==> src/rtl/decode_var_pipe_if.sv <==
// Handshake bundle for decode_var_pipe: upstream code/mode stream in, decoded word out.
// The slave modport is the decoder's view; the master modport is the side that drives it.
interface decode_var_pipe_if #(
    parameter int IN_W  = 4,
    parameter int CNT_W = 16
);
    localparam int OUT_W = 2 ** IN_W;

    logic             valid_in;
    logic             ready_out;
    logic [IN_W-1:0]  data_in;
    logic [1:0]       mode_in;
    logic             valid_out;
    logic             ready_in;
    logic [OUT_W-1:0] decode_out;
    logic             err_out;
    logic [CNT_W-1:0] cnt_out;

    modport slave (
        input  valid_in, data_in, mode_in, ready_in,
        output ready_out, valid_out, decode_out, err_out, cnt_out
    );

    modport master (
        output valid_in, data_in, mode_in, ready_in,
        input  ready_out, valid_out, decode_out, err_out, cnt_out
    );
endinterface

==> src/rtl/decode_var_pipe.sv <==
// Registered N-to-2^N decoder (one-hot / thermometer / inverted one-hot) behind a
// two-entry skid buffer, with out-of-range flagging and an accepted-word counter.
module decode_var_pipe #(
    parameter int IN_W     = 4,
    parameter int MAX_CODE = 2 ** IN_W - 1,
    parameter int CNT_W    = 16
) (
    input  logic               clk,
    input  logic               rst_n,
    decode_var_pipe_if.slave   bus
);
    localparam int OUT_W = 2 ** IN_W;

    typedef enum logic [1:0] {
        ST_EMPTY = 2'd0,
        ST_ONE   = 2'd1,
        ST_TWO   = 2'd2
    } state_e;

    typedef enum logic [1:0] {
        MODE_ONEHOT = 2'b00,
        MODE_THERM  = 2'b01,
        MODE_INV    = 2'b10,
        MODE_RSVD   = 2'b11
    } mode_e;

    state_e           state_q, state_d;
    logic             valid_q, valid_d;
    logic             ready_q, ready_d;
    logic [OUT_W-1:0] out_word_q, out_word_d;
    logic             out_err_q, out_err_d;
    logic [OUT_W-1:0] skid_word_q, skid_word_d;
    logic             skid_err_q, skid_err_d;
    logic [CNT_W-1:0] cnt_q, cnt_d;

    mode_e            mode;
    logic [OUT_W-1:0] one_hot;
    logic [OUT_W-1:0] dec_word;
    logic             dec_err;
    logic             acc;
    logic             xfer;

    assign acc  = bus.valid_in && ready_q;
    assign xfer = valid_q && bus.ready_in;

    // NOTE: every signal written in an always_comb gets a default first, so no path can infer a latch.
    always_comb begin
        mode     = mode_e'(bus.mode_in);
        one_hot  = OUT_W'(1) << bus.data_in;
        dec_err  = (int'(bus.data_in) > MAX_CODE) || (mode == MODE_RSVD);
        dec_word = '0;
        if (dec_err) begin
            // An error word asserts nothing: all-zero, except all-one in the active-low mode.
            dec_word = (mode == MODE_INV) ? '1 : '0;
        end else begin
            case (mode)
                MODE_ONEHOT: dec_word = one_hot;
                // Shifting the top bit out wraps to zero, so the subtraction yields all ones.
                MODE_THERM:  dec_word = (one_hot << 1) - OUT_W'(1);
                MODE_INV:    dec_word = ~one_hot;
                default:     dec_word = '0;
            endcase
        end
    end

    always_comb begin
        state_d     = state_q;
        out_word_d  = out_word_q;
        out_err_d   = out_err_q;
        skid_word_d = skid_word_q;
        skid_err_d  = skid_err_q;
        cnt_d       = cnt_q + CNT_W'(acc);

        case (state_q)
            ST_EMPTY: begin
                if (acc) begin
                    out_word_d = dec_word;
                    out_err_d  = dec_err;
                    state_d    = ST_ONE;
                end
            end
            ST_ONE: begin
                if (acc && !xfer) begin
                    skid_word_d = dec_word;
                    skid_err_d  = dec_err;
                    state_d     = ST_TWO;
                end else if (acc && xfer) begin
                    out_word_d = dec_word;
                    out_err_d  = dec_err;
                end else if (xfer) begin
                    state_d = ST_EMPTY;
                end
            end
            ST_TWO: begin
                if (xfer) begin
                    out_word_d = skid_word_q;
                    out_err_d  = skid_err_q;
                    state_d    = ST_ONE;
                end
            end
            default: state_d = ST_EMPTY;
        endcase

        // Handshake flags are registered from the next state so neither depends on the ports combinationally.
        valid_d = (state_d != ST_EMPTY);
        ready_d = (state_d != ST_TWO);
    end

    // NOTE: sequential state uses non-blocking assignments so all flops update together at the edge.
    // NOTE: the skid storage is reset along with the control flops; it is only two words, and known values keep DECODE_OUT at zero after reset.
    always_ff @(posedge clk or negedge rst_n) begin
        if (!rst_n) begin
            state_q     <= ST_EMPTY;
            valid_q     <= 1'b0;
            ready_q     <= 1'b1;
            out_word_q  <= '0;
            out_err_q   <= 1'b0;
            skid_word_q <= '0;
            skid_err_q  <= 1'b0;
            cnt_q       <= '0;
        end else begin
            state_q     <= state_d;
            valid_q     <= valid_d;
            ready_q     <= ready_d;
            out_word_q  <= out_word_d;
            out_err_q   <= out_err_d;
            skid_word_q <= skid_word_d;
            skid_err_q  <= skid_err_d;
            cnt_q       <= cnt_d;
        end
    end

    assign bus.ready_out  = ready_q;
    assign bus.valid_out  = valid_q;
    assign bus.decode_out = out_word_q;
    assign bus.err_out    = out_err_q;
    assign bus.cnt_out    = cnt_q;
endmodule

==> src/flat_wrapper.sv <==
// flat-port wrapper written by rule: the top's interface ports become plain ports
module decode_var_pipe_flat 
#(
    parameter int IN_W     = 4,
    parameter int MAX_CODE = 2 ** IN_W - 1,
    parameter int CNT_W    = 16
)
  (clk, rst_n, bus_valid_in, bus_data_in, bus_mode_in, bus_ready_in, bus_ready_out, bus_valid_out, bus_decode_out, bus_err_out, bus_cnt_out);
  decode_var_pipe_if #(.IN_W(IN_W), .CNT_W(CNT_W)) bus_i ();
  input  logic clk;
  input  logic rst_n;
  input wire logic [$bits(bus_i.valid_in)-1:0] bus_valid_in;
  input wire logic [$bits(bus_i.data_in)-1:0] bus_data_in;
  input wire logic [$bits(bus_i.mode_in)-1:0] bus_mode_in;
  input wire logic [$bits(bus_i.ready_in)-1:0] bus_ready_in;
  output wire logic [$bits(bus_i.ready_out)-1:0] bus_ready_out;
  output wire logic [$bits(bus_i.valid_out)-1:0] bus_valid_out;
  output wire logic [$bits(bus_i.decode_out)-1:0] bus_decode_out;
  output wire logic [$bits(bus_i.err_out)-1:0] bus_err_out;
  output wire logic [$bits(bus_i.cnt_out)-1:0] bus_cnt_out;
  assign bus_i.valid_in = bus_valid_in;
  assign bus_i.data_in = bus_data_in;
  assign bus_i.mode_in = bus_mode_in;
  assign bus_i.ready_in = bus_ready_in;
  assign bus_ready_out = bus_i.ready_out;
  assign bus_valid_out = bus_i.valid_out;
  assign bus_decode_out = bus_i.decode_out;
  assign bus_err_out = bus_i.err_out;
  assign bus_cnt_out = bus_i.cnt_out;
  decode_var_pipe #(.IN_W(IN_W), .MAX_CODE(MAX_CODE), .CNT_W(CNT_W)) u_core (.clk(clk), .rst_n(rst_n), .bus(bus_i));
endmodule
==> config.mk <==
export PLATFORM = sky130hd
export DESIGN_NAME = decode_var_pipe_flat
export DESIGN_NICKNAME = d
export VERILOG_FILES = /design/src/rtl/decode_var_pipe_if.sv /design/src/rtl/decode_var_pipe.sv /design/src/flat_wrapper.sv
export SDC_FILE = /design/constraint.sdc
export NUM_CORES = 1
export LEC_CHECK = 0
export ABC_AREA = 0
export BUFFER_PORTS_ARGS = -buffer_cell sky130_fd_sc_hd__buf_2
export CAP_MARGIN = 20
export CORE_MARGIN = 10
export CORE_UTILIZATION = 46
export CTS_CLUSTER_SIZE = 8
export DETAILED_ROUTE_END_ITERATION = 6
export PLACE_DENSITY = 0.66
export RECOVER_POWER = 50
export SLEW_MARGIN = 30
export SYNTH_ARGS = -nofsm -noshare
export SYNTH_HDL_FRONTEND = slang
export SYNTH_SLANG_ARGS = --single-unit
==> constraint.sdc <==
create_clock -name clk -period 2.1 [get_ports clk]
set_input_delay 0.105 -clock clk [delete_from_list [all_inputs] [get_ports clk]]
set_output_delay 0.105 -clock clk [all_outputs]
set_load 0.005 [all_outputs]
==> impl_metrics.py, run 1 <==
metrics = {
    "grt": {
        "grt_pass1_vias": 2471,
        "grt_start_max_net_pins": 31,
        "grt_pass1_wl_mm": 12.6,
        "gr-usage-all-layers_pct": 14.8,
        "overflow": 0,
        "antenna_found_initial": 0,
    },
    "yosys": {
        "syn_nets": 345,
        "synth_edf_count": 0,
        "syn_area_um2": 3130,
        "ys_async_sr_fraction_pct": 100,
        "synthesis.instances": 332,
        "synth_ff_type": "dfrtp_1",
        "synth_warnings": 0,
        "synth.avg_cell_area_um2": 9.44,
        "ys_ff_latch": 54,
        "yosysSeqAreaShare_pct": 43.2,
        "synthDistinctLibCells": 66,
    },
    "detailed_routing": {
        "detailedRoute.firstPassIterationCount": 4,
        "vias": 2671,
        "ant_nets": 0,
        "wl_per_cell_um": 16.6,
        "drtIter0Drc": 114,
        "drc": 0,
        "wirelength_mm": 7.60,
        "viasPerCell": 5.82,
    },
    "sta": {
        "worstMarginPinSlew_ps": 1120,
        "fmax_mhz": 525,
        "setup_viol": 0,
        "period_needed_ps": 1900,
        "final.period_utilization_pct": 90.7,
        "final.setup.tns_ps": 0,
        "maxSlewViolCount": 0,
        "finalHoldViolations": 0,
        "fin_skew_ps": 12.6,
        "rsz0062_at_grt": "no",
        "slew_headroom_pct": 25.1,
    },
    "clock_network": {
        "cts_root_buffer": "clkbuf_8",
        "numCtsBuffers": 5,
        "cts_sinks": 54,
        "clock_latency_ps": 320,
        "clkSlewWorstSetupHoldPaths_ps": 110,
        "cts_tree": "yes",
        "htreeDepth": 2,
        "cts_buffer_depth": 2,
    },
    "cells_and_area": {
        "stdcell_area_um2": 3540,
        "n_fill_cell": 641,
        "areaGrowthSynthToFinish_pct": 12.9,
        "final_common_cell": "dfrtp_1",
        "drive_above_1_share_pct": 18.5,
        "utilization_pct": 52.6,
        "final_cell_mix": "dfrtp_1, nand2_1, buf_2, o21ai_1, buf_4",
        "nets": 391,
        "antennaDiodeCount": 0,
    },
    "floorplanning": {
        "fp.dieW_um": 103,
        "start_util_pct": 46.6,
        "die_h_um": 103,
        "die-area_um2": 10500,
        "rows": 30,
        "io-pin-count": 45,
        "core-area_um2": 6720,
    },
    "place": {
        "place_hpwl_mm": 5.57,
        "io_buffers": 44,
        "place_congestion": 0.815,
        "place_area_um2": 3460,
    },
    "hold_path": {
        "hp-class": "in -> async",
    },
    "critical_path": {
        "cp-end-kind": "flip-flop",
        "crit_arrival_ps": 2140,
        "worstPathRequired_ps": 2330,
        "path_max_fanout": 5,
        "crit_type": "reg -> reg",
        "critPathLaunchType": "flip-flop",
    },
    "power_and_ir_drop": {
        "vdd_ir_drop_max_uv": 626,
        "leakage_nw": 1.54,
        "p_per_area_nw_per_um2": 1120,
    },
    "job": {
        "cap_violations": 0,
    },
    "run_status": {
        "outcome": "complete, no violations",
    },
}
==> state kept, by name (all words and copies together) (netlist names) <==
name	cells
u_core.bus.cnt_out	16
u_core.bus.decode_out	16
u_core.bus.err_out	1
u_core.bus.ready_out	1
u_core.bus.valid_out	1
u_core.skid_err_q	1
u_core.skid_word_q	16
u_core.state_q	2
==> stage by stage <==
step                      power, mW  std cells  hold slack, ps  setup WS [ps]
after floorplan                2.75        332            -191           69.1
after global placement         3.37        450           -73.8            187
after detailed placement       3.41        450           -69.0            144
after CTS                      4.02        459             120            172
after global routing           4.30        459             204           15.2
final                          3.95        459             162            196
==> synthesized netlist by cell type (all sizes together) (5+ instances only) <==
cell    instances  area share (%)
nor2b           5             1.0
clkbuf          5            0.60
nand2          32             3.9
nand3          13             2.1
a211oi          6             1.6
a31oi           5             1.0
dfrtp          53              42
o21ai          28             4.8
nor2           16             1.9
mux2            6             2.2
a21oi          15             2.5
nor3           10             1.9
nand2b          5             1.0
buf            21             4.1
inv             9             1.1
xnor2          12             3.4
o211ai          5             1.2
==> area by class of cell <==
cell class / count / area, um^2 / share of cell area [%]
Multi-Input combinational cell: 243 / 1600 / 45.2
Sequential cell: 54 / 1350 / 38.3
Timing Repair Buffer: 65 / 355 / 10.0
Tap cell: 80 / 100 / 2.83
Clock buffer: 5 / 68.8 / 1.95
Inverter: 9 / 33.8 / 0.955
Clock inverter: 3 / 26.3 / 0.743
==> kinds of logic (layout without fill, tap and decap cells) <==
family                     after synthesis  in the layout  share of synthesized area [%]
DFF                                     54             54                           43.2
and+or+nand+nor                        122            122                           22.4
muxes                                    7              7                           2.48
buffers and inverters                   35             82                           5.79
AOI/OAI and AO/OA                       95             95                           20.5
xor gates and xnor gates                16             16                           4.47
adders and majority gates                3              3                           1.20
==> worst paths after layout <==
kind	from	cells past startpoint	end	slack, ps
worst min register to register	u_core.bus.cnt_out[15]$_DFF_PN0_	1	u_core.bus.cnt_out[15]$_DFF_PN0_	480
worst min-delay path	rst_n	2	u_core.bus.decode_out[11]$_DFFE_PN0P_	160
worst max-delay path	u_core.bus.ready_out$_DFF_PN1_	7	u_core.bus.cnt_out[14]$_DFF_PN0_	200
min in group clk	bus_valid_in	3	u_core.bus.cnt_out[0]$_DFF_PN0_	210
worst max register to register	u_core.bus.ready_out$_DFF_PN1_	7	u_core.bus.cnt_out[14]$_DFF_PN0_	200
max in group asynchronous	rst_n	3	u_core.bus.cnt_out[12]$_DFF_PN0_	620
==> metal layers <==
layer	vias up	part of all wire, %	GRT usage (%)
li1	1309	-	-
met1	1286	47	21.0
met2	66	46	22.2
met3	10	6.2	3.28
met4	0	1.3	3.90
met5	-	0	0
==> where the power goes <==
part / internal, mW / leakage [nW] / total (mW) / switching, mW
Clock: 0.246 / 0.0491 / 0.608 / 0.362
Sequential: 1.45 / 0.684 / 1.72 / 0.268
Combinational: 0.696 / 0.811 / 1.62 / 0.924
Total: 2.39 / 1.54 / 3.95 / 1.55
==> critical path: stages (launching register included) <==
cell and delay, ps:
dfstp_2 560, and2_1 160, ha_1 210, ha_1 210
inv_1 50, nor2_1 290, nand3_1 140, xnor2_1 190
==> repair_timing <==
| action | in CTS | in global routing |
|---|---|---|
| hold buffers | 1 | 0 |
| endpoints found under the hold margin | 53 | 0 |
| gates resized for setup | 0 | 0 |
| setup buffers | 0 | 0 |
No activity file was read; power rests on OpenSTA's default activity.
==> inputs of run 2 (changes only) <==
--- a/config.mk
+++ b/config.mk
@@ -9,10 +9,11 @@
 export BUFFER_PORTS_ARGS = -buffer_cell sky130_fd_sc_hd__buf_2
 export CAP_MARGIN = 20
 export CORE_MARGIN = 10
-export CORE_UTILIZATION = 46
+export CORE_UTILIZATION = 45
 export CTS_CLUSTER_SIZE = 8
 export DETAILED_ROUTE_END_ITERATION = 6
-export PLACE_DENSITY = 0.66
+export MAX_ROUTING_LAYER = met4
+export PLACE_DENSITY = 0.65
 export RECOVER_POWER = 50
 export SLEW_MARGIN = 30
 export SYNTH_ARGS = -nofsm -noshare
==> impl_metrics.py, run 2 (same netlist as run 1, synthesis figures left out) <==
metrics = {
    "run_status": {
        "outcome": "complete, but fails checks",
        "violations": "max-capacitance violations, max-slew violations",
    },
    "critical_path": {
        "path_max_fanout": 5,
        "crit_top_cell": "ha_1",
        "critPathLaunchType": "flip-flop",
        "critPathLaunch": "u_core.bus.ready_out$_DFF_PN1_",
        "r2r_cells": 7,
        "crit_chain": "and2_1 > ha_1 > ha_1 > inv_1 > nor2_1 > nand4_1 > xnor2_1",
        "crit_type": "reg -> reg",
        "reg2reg_slack_ps": 200,
        "worstPathRequired_ps": 2300,
        "path_buf_inv": 1,
        "crit_arrival_ps": 2100,
        "cp-end-kind": "flip-flop",
        "crit_path_max_incr_delay_ps": 560,
        "r2r-end": "u_core.bus.cnt_out[8]$_DFF_PN0_",
        "r2r_start": "u_core.bus.ready_out$_DFF_PN1_",
        "cp.depth": 7,
        "cp_slowest_cell": "dfstp_2",
        "critical-path-top-delay-family": "simple AND/OR/NAND/NOR gates",
    },
    "sta": {
        "final.period_utilization_pct": 90.4,
        "period_needed_ps": 1900,
        "final.setup.tns_ps": 0,
        "finalHoldViolations": 0,
        "fmax_mhz": 527,
        "slew_headroom_pct": -4.48,
        "rsz0062_at_grt": "no",
        "worstMarginPinSlew_ps": 1570,
        "maxSlewViolCount": 29,
        "fin_skew_ps": 9.47,
        "setup_viol": 0,
    },
    "detailed_routing": {
        "viasPerCell": 5.64,
        "drtIter0Drc": 172,
        "vias": 2678,
        "detailedRoute.firstPassIterationCount": 4,
        "drc": 0,
        "wirelength_mm": 7.55,
        "ant_nets": 0,
        "wl_per_cell_um": 15.9,
    },
    "cells_and_area": {
        "nets": 391,
        "n_fill_cell": 648,
        "areaGrowthSynthToFinish_pct": 13.8,
        "final_cell_mix": "dfrtp_1, nand2_1, clkbuf_1, o21ai_1, buf_4",
        "utilization_pct": 52.5,
        "drive_above_1_share_pct": 15.8,
        "final_common_cell": "dfrtp_1",
        "antennaDiodeCount": 0,
        "stdcell_area_um2": 3560,
    },
    "grt": {
        "grt_start_max_net_pins": 31,
        "grt_pass1_vias": 2490,
        "antenna_found_initial": 0,
        "gr-usage-all-layers_pct": 14.9,
        "overflow": 0,
        "grt_pass1_wl_mm": 12.4,
    },
    "floorplanning": {
        "die-area_um2": 10700,
        "fp.dieW_um": 103,
        "io-pin-count": 45,
        "die_h_um": 103,
        "start_util_pct": 46.1,
        "core-area_um2": 6790,
        "rows": 30,
    },
    "hold_path": {
        "hold_start": "bus_ready_in",
        "hold_depth": 3,
        "hp-class": "in -> reg",
        "min_to": "u_core.bus.ready_out$_DFF_PN1_",
    },
    "clock_network": {
        "cts_sinks": 54,
        "cts_root_buffer": "clkbuf_8",
        "clkSlewWorstSetupHoldPaths_ps": 100,
        "cts_setup_buffers": 0,
        "cts_tree": "yes",
        "post_cts_resized": 0,
        "postCtsHoldBufs": 1,
        "numCtsBuffers": 5,
        "cts_buffer_depth": 2,
        "clock_latency_ps": 310,
        "htreeDepth": 2,
    },
    "place": {
        "io_buffers": 44,
        "place_hpwl_mm": 5.63,
        "place_congestion": 0.865,
        "place_area_um2": 3490,
    },
    "power_and_ir_drop": {
        "p_seq_share_pct": 43.9,
        "power_frac_comb_pct": 40.5,
        "internal_power_mw": 2.42,
        "switching_power_mw": 1.55,
        "leakage_nw": 1.51,
        "clockPowerShare_pct": 15.5,
        "vdd_ir_drop_max_uv": 558,
        "p_per_area_nw_per_um2": 1110,
        "switching_share_pct": 39.0,
    },
    "job": {
        "cap_violations": 1,
    },
}
[run 2: cell types whose count changed in the layout (fill, tap and decap cells not counted)]
cell        previous run  this run
clkinv_4               1         0
clkinvlp_4             0         1
inv_6                  2         1
buf_2                 29        18
clkbuf_2               1         0
clkbuf_1              16        25
clkbuf_8               5         6
buf_4                 18        19
buf_1                  0         1
buf_12                 0         1
[run 2: layout make-up]
class | count | area, um^2 | area share, %
Multi-Input combinational cell | 243 | 1600 | 44.9
Sequential cell | 54 | 1350 | 37.9
Timing Repair Buffer | 65 | 360 | 10.1
Tap cell | 96 | 120 | 3.37
Clock buffer | 6 | 82.6 | 2.32
Inverter | 9 | 33.8 | 0.948
Clock inverter | 2 | 16.3 | 0.456
[run 2: worst max path at each step]
stage	endpoint	slack (ps)
2_1_floorplan	u_core.bus.decode_out[15]$_DFFE_PN0P_	70
3_3_place_gp	u_core.bus.decode_out[15]$_DFFE_PN0P_	190
3_5_place_dp	u_core.bus.decode_out[15]$_DFFE_PN0P_	160
4_1_cts	u_core.bus.cnt_out[8]$_DFF_PN0_	200
5_1_grt	u_core.bus.cnt_out[8]$_DFF_PN0_	80
6_report	u_core.bus.cnt_out[8]$_DFF_PN0_	200
[run 2: power groups by stage]
stage / sequential, mW / combinational (mW) / clock (mW)
final: 1.74 / 1.61 / 0.615
after global routing: 1.80 / 1.81 / 0.683
after CTS: 1.74 / 1.67 / 0.634
after detailed placement: 1.76 / 1.66 / 0
after global placement: 1.74 / 1.64 / 0
after floorplan: 1.71 / 1.04 / 0
[run 2: metal layers]
layer / track usage, % / up-vias / share of wire (%)
li1: - / 1311 / -
met1: 20.1 / 1307 / 48
met2: 22.3 / 50 / 46
met3: 3.19 / 10 / 4.7
met4: 3.85 / 0 / 1.3
met5: - / - / 0
[run 2: through the flow]
stage	worst slack, ps	power [mW]	instances	hold WS [ps]
floorplan	69.1	2.75	332	-191
global placement	190	3.38	466	171
detailed placement	156	3.42	466	170
CTS	202	4.04	475	177
global route	77.4	4.29	475	210
finish	201	3.96	475	202
[run 2: worst register-to-register path, cell delays in order (launching register included)]
cell and delay, ps:
dfstp_2 560, and2_1 160, ha_1 200, ha_1 210
inv_1 50, nor2_1 300, nand4_1 160, xnor2_1 150
==> inputs of run 3 (changes only) <==
==> constraint.sdc (replaced) <==
create_clock -name clk -period 1.9 [get_ports clk]
set_input_delay 0.095 -clock clk [delete_from_list [all_inputs] [get_ports clk]]
set_output_delay 0.095 -clock clk [all_outputs]
set_load 0.005 [all_outputs]
==> impl_metrics.py, run 3 (same netlist as run 1, synthesis figures left out) <==
metrics = {
    "run_status": {
        "outcome": "complete, no violations",
    },
    "floorplanning": {
        "die-area_um2": 10700,
        "die_h_um": 103,
        "rows": 30,
        "start_util_pct": 46.1,
        "core-area_um2": 6790,
        "fp.dieW_um": 103,
        "io-pin-count": 45,
    },
    "power_and_ir_drop": {
        "leakage_nw": 1.55,
        "vdd_ir_drop_max_uv": 597,
        "p_total_mw": 4.41,
        "p_per_area_nw_per_um2": 1220,
    },
    "critical_path": {
        "crit_arrival_ps": 1980,
        "r2r_start": "u_core.bus.ready_out$_DFF_PN1_",
        "worstPathRequired_ps": 2100,
        "reg2reg_slack_ps": 120,
        "cp-end-kind": "flip-flop",
        "critPathLaunchType": "flip-flop",
        "path_max_fanout": 5,
        "crit_type": "reg -> reg",
        "r2r_cells": 8,
        "r2r-end": "u_core.bus.cnt_out[8]$_DFF_PN0_",
    },
    "sta": {
        "finalHoldViolations": 0,
        "maxSlewViolCount": 0,
        "slew_headroom_pct": 14.1,
        "fin_skew_ps": 11.5,
        "final.setup.tns_ps": 0,
        "rsz0062_at_grt": "no",
        "fmax_mhz": 561,
        "setup_viol": 0,
        "worstMarginPinSlew_ps": 1290,
        "period_needed_ps": 1780,
        "final.period_utilization_pct": 93.8,
    },
    "grt": {
        "gr-usage-all-layers_pct": 14.8,
        "grt_pass1_vias": 2570,
        "grt_use_met3_pct": 3.12,
        "grt_use_met2_pct": 23.1,
        "grt_pass1_wl_mm": 12.5,
        "busiest_layer": "met2",
        "antenna_found_initial": 0,
        "overflow": 0,
        "grt_start_max_net_pins": 55,
        "use_met1_pct": 19.5,
    },
    "detailed_routing": {
        "wl_per_cell_um": 15.8,
        "drtIter0Drc": 216,
        "viasPerCell": 5.65,
        "detailedRoute.firstPassIterationCount": 4,
        "ant_nets": 0,
        "vias": 2713,
        "drc": 0,
        "wirelength_mm": 7.57,
    },
    "clock_network": {
        "clkSlewWorstSetupHoldPaths_ps": 100,
        "numCtsBuffers": 5,
        "htreeDepth": 2,
        "clock_latency_ps": 310,
        "cts_tree": "yes",
        "cts_sinks": 54,
        "cts_buffer_depth": 2,
        "cts_root_buffer": "clkbuf_8",
    },
    "cells_and_area": {
        "final_cell_mix": "dfrtp_1, nand2_1, buf_2, buf_4, clkbuf_1",
        "final_cell_count_no_fill": 480,
        "n_fill_cell": 620,
        "antennaDiodeCount": 0,
        "nets": 396,
        "areaGrowthSynthToFinish_pct": 15.5,
        "drive_above_1_share_pct": 19.5,
        "final_common_cell": "dfrtp_1",
        "stdcell_area_um2": 3620,
        "utilization_pct": 53.3,
    },
    "hold_path": {
        "hp-class": "in -> reg",
        "hold_depth": 3,
        "hold_start": "bus_valid_in",
        "min_to": "u_core.bus.cnt_out[0]$_DFF_PN0_",
    },
    "place": {
        "place_area_um2": 3530,
        "io_buffers": 44,
        "place_hpwl_mm": 5.59,
        "dp.cells": 471,
        "place_congestion": 0.928,
    },
    "job": {
        "cap_violations": 0,
    },
}
run 3: cell types whose count changed in the layout (fill, tap and decap cells not counted), moves of 3 or more:
cell / previous run / this run
clkbuf_1: 25 / 20
ha_2: 0 / 3
ha_1: 3 / 0
buf_2: 18 / 24
buf_4: 19 / 24
run 3: how the worst max path moves through the flow:
stage | from | endpoint | slack, ps | cells past startpoint
after floorplan | bus_data_in[2] | u_core.bus.decode_out[15]$_DFFE_PN0P_ | 30 | 9
after global placement | bus_data_in[3] | u_core.bus.decode_out[15]$_DFFE_PN0P_ | 30 | 8
after detailed placement | bus_data_in[3] | u_core.bus.decode_out[15]$_DFFE_PN0P_ | -10 | 8
after CTS | u_core.bus.ready_out$_DFF_PN1_ | u_core.bus.cnt_out[8]$_DFF_PN0_ | 50 | 8
after global routing | u_core.bus.ready_out$_DFF_PN1_ | u_core.bus.cnt_out[8]$_DFF_PN0_ | 6 | 8
final | u_core.bus.ready_out$_DFF_PN1_ | u_core.bus.cnt_out[8]$_DFF_PN0_ | 120 | 8
run 3: final cells by class:
type	count	area (um^2)	area share [%]
flip-flops and latches	54	1350	37.4
well taps	96	120	3.32
clock inverters	2	16.3	0.449
repair buffers	70	390	10.8
clock buffers	6	82.6	2.28
inverters	9	33.8	0.933
multi-input cells	243	1620	44.9
run 3: timing repair:
action / in CTS / in global routing
buffers inserted: 0 / 0
hold buffers: 1 / 0
resized for setup: 0 / 3
endpoints found under the hold margin: 53 / 0
setup endpoints to repair: 0 / 5
run 3: through the flow:
step                      setup slack, ps  hold WS [ps]
after detailed placement            -10.3           270
after global placement               28.9           254
after global routing                 5.61           201
final                                 118           201
after CTS                            46.2           196
after floorplan                      34.6          -201
run 3: metal layers:
metal	routed length (um)	up-vias
met5	0	-
met4	38	0
met3	393	5
met2	3540	55
met1	3600	1323
li1	-	1330
run 3: where the power goes:
group,total (mW),internal [mW],switching (mW)
logic,1.81,0.785,1.03
registers,1.91,1.61,0.306
clock network,0.690,0.301,0.389
run 3: critical path, cell delays in order (launching register included):
cell and delay, ps:
dfstp_2 570, and2_4 150, ha_2 190, ha_2 200, inv_1 40, nor2_1 100
buf_4 140, nand4_1 120, xnor2_1 150
